`config.mk`:
```
export PLATFORM = sky130hd
export DESIGN_NAME = jk_excitation_gen
export DESIGN_NICKNAME = d
export VERILOG_FILES = /design/src/rtl/jk_excitation_gen.sv
export SDC_FILE = /design/constraint.sdc
export NUM_CORES = 1
export LEC_CHECK = 0
export ABC_AREA = 1
export CAP_MARGIN = 5
export CORE_MARGIN = 2
export CORE_UTILIZATION = 35
export DETAILED_ROUTE_END_ITERATION = 16
export REMOVE_ABC_BUFFERS = 1
export SLEW_MARGIN = 5
export SYNTH_ARGS = -nofsm -noshare
export SYNTH_HDL_FRONTEND = slang
export SYNTH_SLANG_ARGS = --single-unit
```
`constraint.sdc`:
```
create_clock -name clk -period 2.2 [get_ports clk]
set_input_delay 0.22 -clock clk [delete_from_list [all_inputs] [get_ports clk]]
set_output_delay 0.22 -clock clk [all_outputs]
set_load 0.1 [all_outputs]
```
`src/rtl/jk_excitation_gen.sv`:
```
// Buffers requested q values and drives a JK flop with the matching excitation,
// then checks the flop's q one cycle later and counts transitions and mismatches.
module jk_excitation_gen #(
    parameter int unsigned DEPTH     = 4,
    parameter int unsigned DC_POLICY = 0,
    parameter int unsigned CNT_W     = 8
) (
    input  logic             clk,
    input  logic             rst,
    input  logic             tgt_valid,
    input  logic             tgt_bit,
    output logic             tgt_ready,
    output logic [1:0]       jk,
    input  logic             q_fb,
    output logic             busy,
    output logic             err,
    output logic [CNT_W-1:0] xfer_cnt,
    output logic [CNT_W-1:0] err_cnt
);

    localparam int unsigned      AW      = $clog2(DEPTH);
    localparam logic [AW:0]      FullCnt = (AW+1)'(DEPTH);
    localparam logic [AW:0]      PtrOne  = (AW+1)'(1);
    localparam logic [CNT_W-1:0] CntOne  = CNT_W'(1);
    localparam logic             Dc      = (DC_POLICY != 0);

    typedef enum logic [1:0] {StIdle, StApply, StCheck} state_e;

    state_e           state_q, state_d;
    logic [DEPTH-1:0] mem_q;
    logic [AW:0]      wptr_q, rptr_q, count;
    logic             empty, full, push, pop, head;
    logic             tgt_q, tgt_d, q_model_q, q_model_d, err_q, err_d;
    logic [1:0]       jk_q, jk_d;
    logic [CNT_W-1:0] xfer_q, xfer_d, errc_q, errc_d;

    // J is a don't-care when leaving 1, K is a don't-care when leaving 0.
    function automatic logic [1:0] excite(input logic q, input logic t);
        return q ? {Dc, ~t} : {t, Dc};
    endfunction

    assign count     = wptr_q - rptr_q;
    assign empty     = (count == '0);
    assign full      = (count == FullCnt);
    assign head      = mem_q[rptr_q[AW-1:0]];
    // A pop in this cycle frees a slot, so a full FIFO may still accept.
    assign tgt_ready = !full || pop;
    assign push      = tgt_valid && tgt_ready;

    always_comb begin
        state_d   = state_q;
        pop       = 1'b0;
        jk_d      = 2'b00;
        tgt_d     = tgt_q;
        q_model_d = q_model_q;
        err_d     = err_q;
        xfer_d    = xfer_q;
        errc_d    = errc_q;
        unique case (state_q)
            StIdle: begin
                if (!empty) begin
                    pop     = 1'b1;
                    tgt_d   = head;
                    jk_d    = excite(q_model_q, head);
                    state_d = StApply;
                end
            end
            StApply: begin
                state_d = StCheck;
            end
            StCheck: begin
                xfer_d = xfer_q + CntOne;
                if (q_fb == tgt_q) begin
                    q_model_d = tgt_q;
                end else begin
                    q_model_d = q_fb;
                    err_d     = 1'b1;
                    if (errc_q != '1) begin
                        errc_d = errc_q + CntOne;
                    end
                end
                state_d = StIdle;
            end
            default: begin
                state_d = StIdle;
            end
        endcase
    end

    always_ff @(posedge clk) begin
        if (rst) begin
            state_q   <= StIdle;
            wptr_q    <= '0;
            rptr_q    <= '0;
            tgt_q     <= 1'b0;
            q_model_q <= 1'b0;
            err_q     <= 1'b0;
            jk_q      <= 2'b00;
            xfer_q    <= '0;
            errc_q    <= '0;
        end else begin
            state_q   <= state_d;
            tgt_q     <= tgt_d;
            q_model_q <= q_model_d;
            err_q     <= err_d;
            jk_q      <= jk_d;
            xfer_q    <= xfer_d;
            errc_q    <= errc_d;
            if (push) begin
                wptr_q <= wptr_q + PtrOne;
            end
            if (pop) begin
                rptr_q <= rptr_q + PtrOne;
            end
        end
    end

    always_ff @(posedge clk) begin
        if (push) begin
            mem_q[wptr_q[AW-1:0]] <= tgt_bit;
        end
    end

    assign jk       = jk_q;
    assign err      = err_q;
    assign busy     = (state_q != StIdle) || !empty;
    assign xfer_cnt = xfer_q;
    assign err_cnt  = errc_q;

endmodule

```
==> results of run 1 <==
-- cell usage in the layout, fill, tap and decap left out, types with 5 or more instances in the layout --
master,instances
a21oi_1,11
buf_4,20
clkbuf_8,5
dfxtp_1,29
ha_1,11
inv_1,31
nand2_1,57
nand3_1,13
nor2_1,30
nor2_2,5
nor3_1,7
-- state kept, by name, indices dropped and copies added (netlist names) --
signal     count
err_cnt        8
mem_q          4
xfer_cnt       8
err            1
state_q        2
jk             2
q_model_q      1
wptr_q         3
rptr_q         3
tgt_q          1
-- worst max-delay path, stage by stage, from the launching register on --
cell and delay [ns]:
dfxtp_1 0.40, inv_1 0.11, ha_1 0.30, nand2_1 0.08, nor2_2 0.16, nand3_4 0.13
buf_12 0.19
-- routing by layer --
| layer | track usage | vias to the layer above | part of all wire |
|---|---|---|---|
| li1 | - | 807 | - |
| met4 | 0.0357 | 0 | 0.0040 |
| met2 | 0.201 | 24 | 0.46 |
| met3 | 0.0402 | 2 | 0.044 |
| met5 | 0 | - | 0 |
| met1 | 0.166 | 653 | 0.49 |
-- stage by stage --
stage	area [um^2]	std cells	total power [mW]	util	setup WS, ns
2_1_floorplan	1750	232	1.59	-	0.0587
3_3_place_gp	2070	325	1.83	0.432	0.517
3_5_place_dp	2070	325	1.84	0.432	0.487
4_1_cts	2150	333	2.27	0.449	0.302
5_1_grt	2150	333	2.40	0.449	0.180
6_report	2150	333	2.24	0.449	0.331
-- worst max-delay path by stage --
stage | startpoint | to | slack, ns | cells after the start
5_1_grt | rptr_q[1]$_SDFFE_PP0P_ | busy | 0.18 | 6
3_3_place_gp | q_fb | err_cnt[6]$_SDFFE_PP0P_ | 0.52 | 9
4_1_cts | wptr_q[0]$_SDFFE_PP0P_ | tgt_ready | 0.30 | 6
2_1_floorplan | err_cnt[0]$_SDFFE_PP0P_ | err_cnt[0]$_SDFFE_PP0P_ | 0.06 | 8
6_report | wptr_q[0]$_SDFFE_PP0P_ | tgt_ready | 0.33 | 6
3_5_place_dp | q_fb | err_cnt[6]$_SDFFE_PP0P_ | 0.49 | 9
-- final cells by class --
cell class / instances / share of cell area
inverters: 35 / 0.0635
multi-input cells: 164 / 0.426
clock buffers: 6 / 0.0338
clock inverters: 2 / 0.00466
flip-flops and latches: 33 / 0.326
repair buffers: 26 / 0.107
well taps: 67 / 0.0390
-- cells by family after synthesis --
family | share of synthesized area
AOI/OAI and AO/OA | 0.0682
xor gates and xnor gates | 0.00995
adders and majority gates | 0.0782
buffers and inverters | 0.0824
DFF | 0.398
and+or+nand+nor | 0.363
-- power by group --
group | internal (mW) | switching (mW)
Combinational | 0.311 | 0.723
Sequential | 0.695 | 0.0834
Clock | 0.219 | 0.204
==> results.json, run 1 <==
{
  "setup_tns_ns": 0,
  "hold_end": "err$_SDFFE_PP0P_",
  "multi_input_area_um2": 915,
  "clk_pin_slew_ns": 0.07,
  "synthCells": 234,
  "ys_seq_area_frac": 0.398,
  "htree_levels": 2,
  "routed_wl_um": 3280,
  "fin_worst_hold_slack_ns": 0.480,
  "yosysUniqueCellTypes": 28,
  "power.leakage_nw": 0.999,
  "hold_buffers": 0,
  "synthesis.area_mm2": 0.00176,
  "start_util": 0.368,
  "ir_drop_mv": 0.482,
  "hold_viol_final": 0,
  "rsz0062_at_grt": "false",
  "worst_pin_slew_ns": 0.532,
  "via_count": 1486,
  "synth_top_area_cell": "dfxtp_1",
  "grt.overflow.total": 0,
  "fin_crit_ns": 1.87,
  "cts.path.max_buffers": 2,
  "synth_most_common_cell": "nand2_1",
  "antenna_found_initial": 0,
  "cts_setup_buffers": 0,
  "reg2reg_depth": 7,
  "post_cts_resized": 0,
  "relSlewSlack": 0.645,
  "cts_buffers": 5,
  "fillers": 499,
  "regArea_um2": 701,
  "diodes": 0,
  "arrival_ns": 1.65,
  "fin_nets": 281,
  "cts_sinks": 33,
  "hold_start": "err$_SDFFE_PP0P_",
  "synth.top_cells.by_area": "dfxtp_1 33%, nand2_1 12%, ha_1 7.8%",
  "layout-drive-gt1-share": 0.195,
  "syn_to_final_growth_pct": 22.0,
  "io_buffer_count": 25,
  "first_iter_violations": 44,
  "wl_per_cell_um": 9.83,
  "whs_path_depth": 1,
  "grt_pass1_vias": 1287,
  "synth_warnings": 0,
  "cp.required_ns": 1.98,
  "status": "completed",
  "ys_seq_elements": 33,
  "antenna_left": 0,
  "io_pins": 26,
  "cts_root_buffer": "clkbuf_8",
  "r2r_start": "rptr_q[1]$_SDFFE_PP0P_",
  "synth_common_cells": "57 x nand2_1, 31 x inv_1, 30 x nor2_1, 29 x dfxtp_1, 13 x nand3_1",
  "gp_congestion": 0.780,
  "cts_tree": "built",
  "fp-row-count": 25,
  "die_h_um": 74.9,
  "synth_flop_cell": "dfxtp_1",
  "grt_pass1_wl_um": 5510,
  "insertion_delay_ns": 0.27,
  "synth_edf_count": 4,
  "viasPerCell": 4.46,
  "maxCapViolCount": 0,
  "drv_slew": 0,
  "critical_path.max_fanout": 5,
  "die_area_mm2": 0.00561,
  "hold_path.class": "flip-flop to flip-flop",
  "async_reset_ff_frac": 0,
  "drc": 0,
  "syn_avg_cell_area_um2": 7.52,
  "timing.final.crit_share": 0.849,
  "worstSetupEndpointType": "primary output",
  "cellPowerDensity_mw_per_mm2": 1040,
  "criticalPathCategory": "flip-flop to primary output",
  "timing.clock.skew_ns": 0.00633,
  "max_freq_mhz": 535,
  "die_w_um": 74.9,
  "timing.rr.end": "mem_q[1]$_DFFE_PP_",
  "first_pass_iters": 4,
  "grtUsageTotal": 0.126,
  "synth_top_area_share": 0.330,
  "dp_hpwl_um": 2510,
  "setup_viol": 0,
  "ff2ff_setup_slack_ns": 0.53,
  "core_area_mm2": 0.00479,
  "grt_start_max_net_pins": 16,
  "startpoint_type": "flip-flop"
}
Note: power is estimated with default switching activity, not from simulation.
==> run 2, diff against run 1 <==
==> constraint.sdc (replaced) <==
create_clock -name clk -period 1.8 [get_ports clk]
set_input_delay 0.18 -clock clk [delete_from_list [all_inputs] [get_ports clk]]
set_output_delay 0.18 -clock clk [all_outputs]
set_load 0.1 [all_outputs]
==> run 2 against run 1 <==
Utilization is 2.1 points higher; clock skew hardly changed; first-iteration DRC count is 9.1% lower; critical path type unchanged; highest routed layer unchanged.
==> results.json, run 2 (synthesis gave the netlist of run 1 again) <==
{
  "status": "completed",
  "mostFrequentLayoutCells": "54 x nand2_1, 30 x nor2_1, 29 x inv_1",
  "hold_viol_final": 0,
  "cts_root_buffer": "clkbuf_8",
  "worst_pin_slew_ns": 0.597,
  "cts_sinks": 33,
  "criticalPathCategory": "flip-flop to primary output",
  "rsz0062_at_grt": "false",
  "drc": 0,
  "antenna_found_initial": 0,
  "crit_chain": "inv_1 -> ha_4 -> a21oi_2 -> nand2_1 -> nand4_1 -> buf_12",
  "power.leakage_nw": 1.03,
  "setup_viol": 0,
  "maxCapViolCount": 0,
  "arrival_ns": 1.53,
  "crit_family": "flip-flops",
  "max_freq_mhz": 586,
  "via_count": 1525,
  "gp_congestion": 0.844,
  "hold_path.class": "flip-flop to flip-flop",
  "routed_wl_um": 3520,
  "die_w_um": 74.9,
  "viasPerCell": 4.51,
  "start_util": 0.368,
  "ir_drop_mv": 0.588,
  "grt_start_max_net_pins": 16,
  "grtUsageTotal": 0.141,
  "startpoint_type": "flip-flop",
  "place_ws_ns": 0.122,
  "cp.required_ns": 1.62,
  "path_buf_inv": 2,
  "grt_pass1_wl_um": 5990,
  "relSlewSlack": 0.601,
  "fin_crit_ns": 1.71,
  "layout_commonest_cell": "nand2_1",
  "wl_per_cell_um": 10.4,
  "power.total_mw": 2.93,
  "first_iter_violations": 40,
  "diodes": 0,
  "clk_pin_slew_ns": 0.07,
  "die_h_um": 74.9,
  "htree_levels": 2,
  "timing.clock.skew_ns": 0.00609,
  "fin_nets": 287,
  "antenna_left": 0,
  "insertion_delay_ns": 0.28,
  "ff2ff_setup_slack_ns": 0.14,
  "timing.final.crit_share": 0.948,
  "layout-drive-gt1-share": 0.244,
  "cts.path.max_buffers": 2,
  "first_pass_iters": 4,
  "drv_slew": 0,
  "syn_to_final_growth_pct": 27.9,
  "fp-row-count": 25,
  "io_pins": 26,
  "critPathMaxStageDelay_ns": 0.35,
  "die_area_mm2": 0.00561,
  "dp_hpwl_um": 2580,
  "worst_slack_ns": 0.0935,
  "critical-path-slowest-cell": "dfxtp_2",
  "cellPowerDensity_mw_per_mm2": 1300,
  "grt.overflow.total": 0,
  "io_buffer_count": 25,
  "worstSetupEndpointType": "primary output",
  "cts_tree": "built",
  "grt_pass1_vias": 1330,
  "core_area_mm2": 0.00479,
  "cts_buffers": 5,
  "critical_path.max_fanout": 4
}
run 2: changes by cell type in the layout (fill, tap and decap cells not counted), moves of 2 or more:
cell | previous run | this run
buf_12 | 2 | 4
clkinv_2 | 2 | 0
inv_2 | 2 | 4
buf_4 | 20 | 24
dfxtp_1 | 29 | 27
nand2_1 | 57 | 54
nand2_2 | 2 | 5
inv_1 | 31 | 29
run 2: repair_timing:
action	4_1_cts	5_1_grt
hold buffers	0	0
pin swaps	2	3
setup endpoints to repair	2	2
buffers inserted	0	2
gates resized for setup	3	7
run 2: path summary, 6_finish.rpt:
path / from / to / cells after the start
min reg2reg: err$_SDFFE_PP0P_ / err$_SDFFE_PP0P_ / 1
max: rptr_q[1]$_SDFFE_PP0P_ / busy / 6
min: err$_SDFFE_PP0P_ / err$_SDFFE_PP0P_ / 1
max reg2reg: rptr_q[1]$_SDFFE_PP0P_ / mem_q[3]$_DFFE_PP_ / 9
run 2: layout make-up:
type / instances / area (um^2)
Tap cell: 67 / 83.8
Sequential cell: 33 / 706
Inverter: 35 / 136
Clock buffer: 7 / 86.3
Multi-Input combinational cell: 164 / 938
Fill cell: 480 / 2530
Timing Repair Buffer: 32 / 300
run 2: routing by layer:
metal / vias up / wire length [um] / global-route usage
met4: 0 / 58 / 0.0536
met2: 34 / 1570 / 0.220
met5: - / 0 / 0
met3: 7 / 152 / 0.0375
li1: 811 / - / -
met1: 673 / 1730 / 0.186
run 2: power by group:
group,internal (mW),leakage (nW),switching [mW],total [mW]
Combinational,0.475,0.715,0.958,1.43
Sequential,0.853,0.274,0.0826,0.936
Clock,0.303,0.0443,0.254,0.557
run 2: per-stage QoR:
| stage | setup TNS, ns | utilization | hold WS (ns) | cells | area [um^2] |
|---|---|---|---|---|---|
| 3_5_place_dp | 0 | 0.443 | 0.469 | 329 | 2120 |
| 4_1_cts | 0 | 0.462 | 0.484 | 336 | 2210 |
| 6_report | 0 | 0.470 | 0.477 | 338 | 2250 |
| 5_1_grt | 0 | 0.470 | 0.493 | 338 | 2250 |
| 3_3_place_gp | 0 | 0.443 | 0.472 | 329 | 2120 |
| 2_1_floorplan | -2.63 | - | 0.242 | 232 | 1750 |
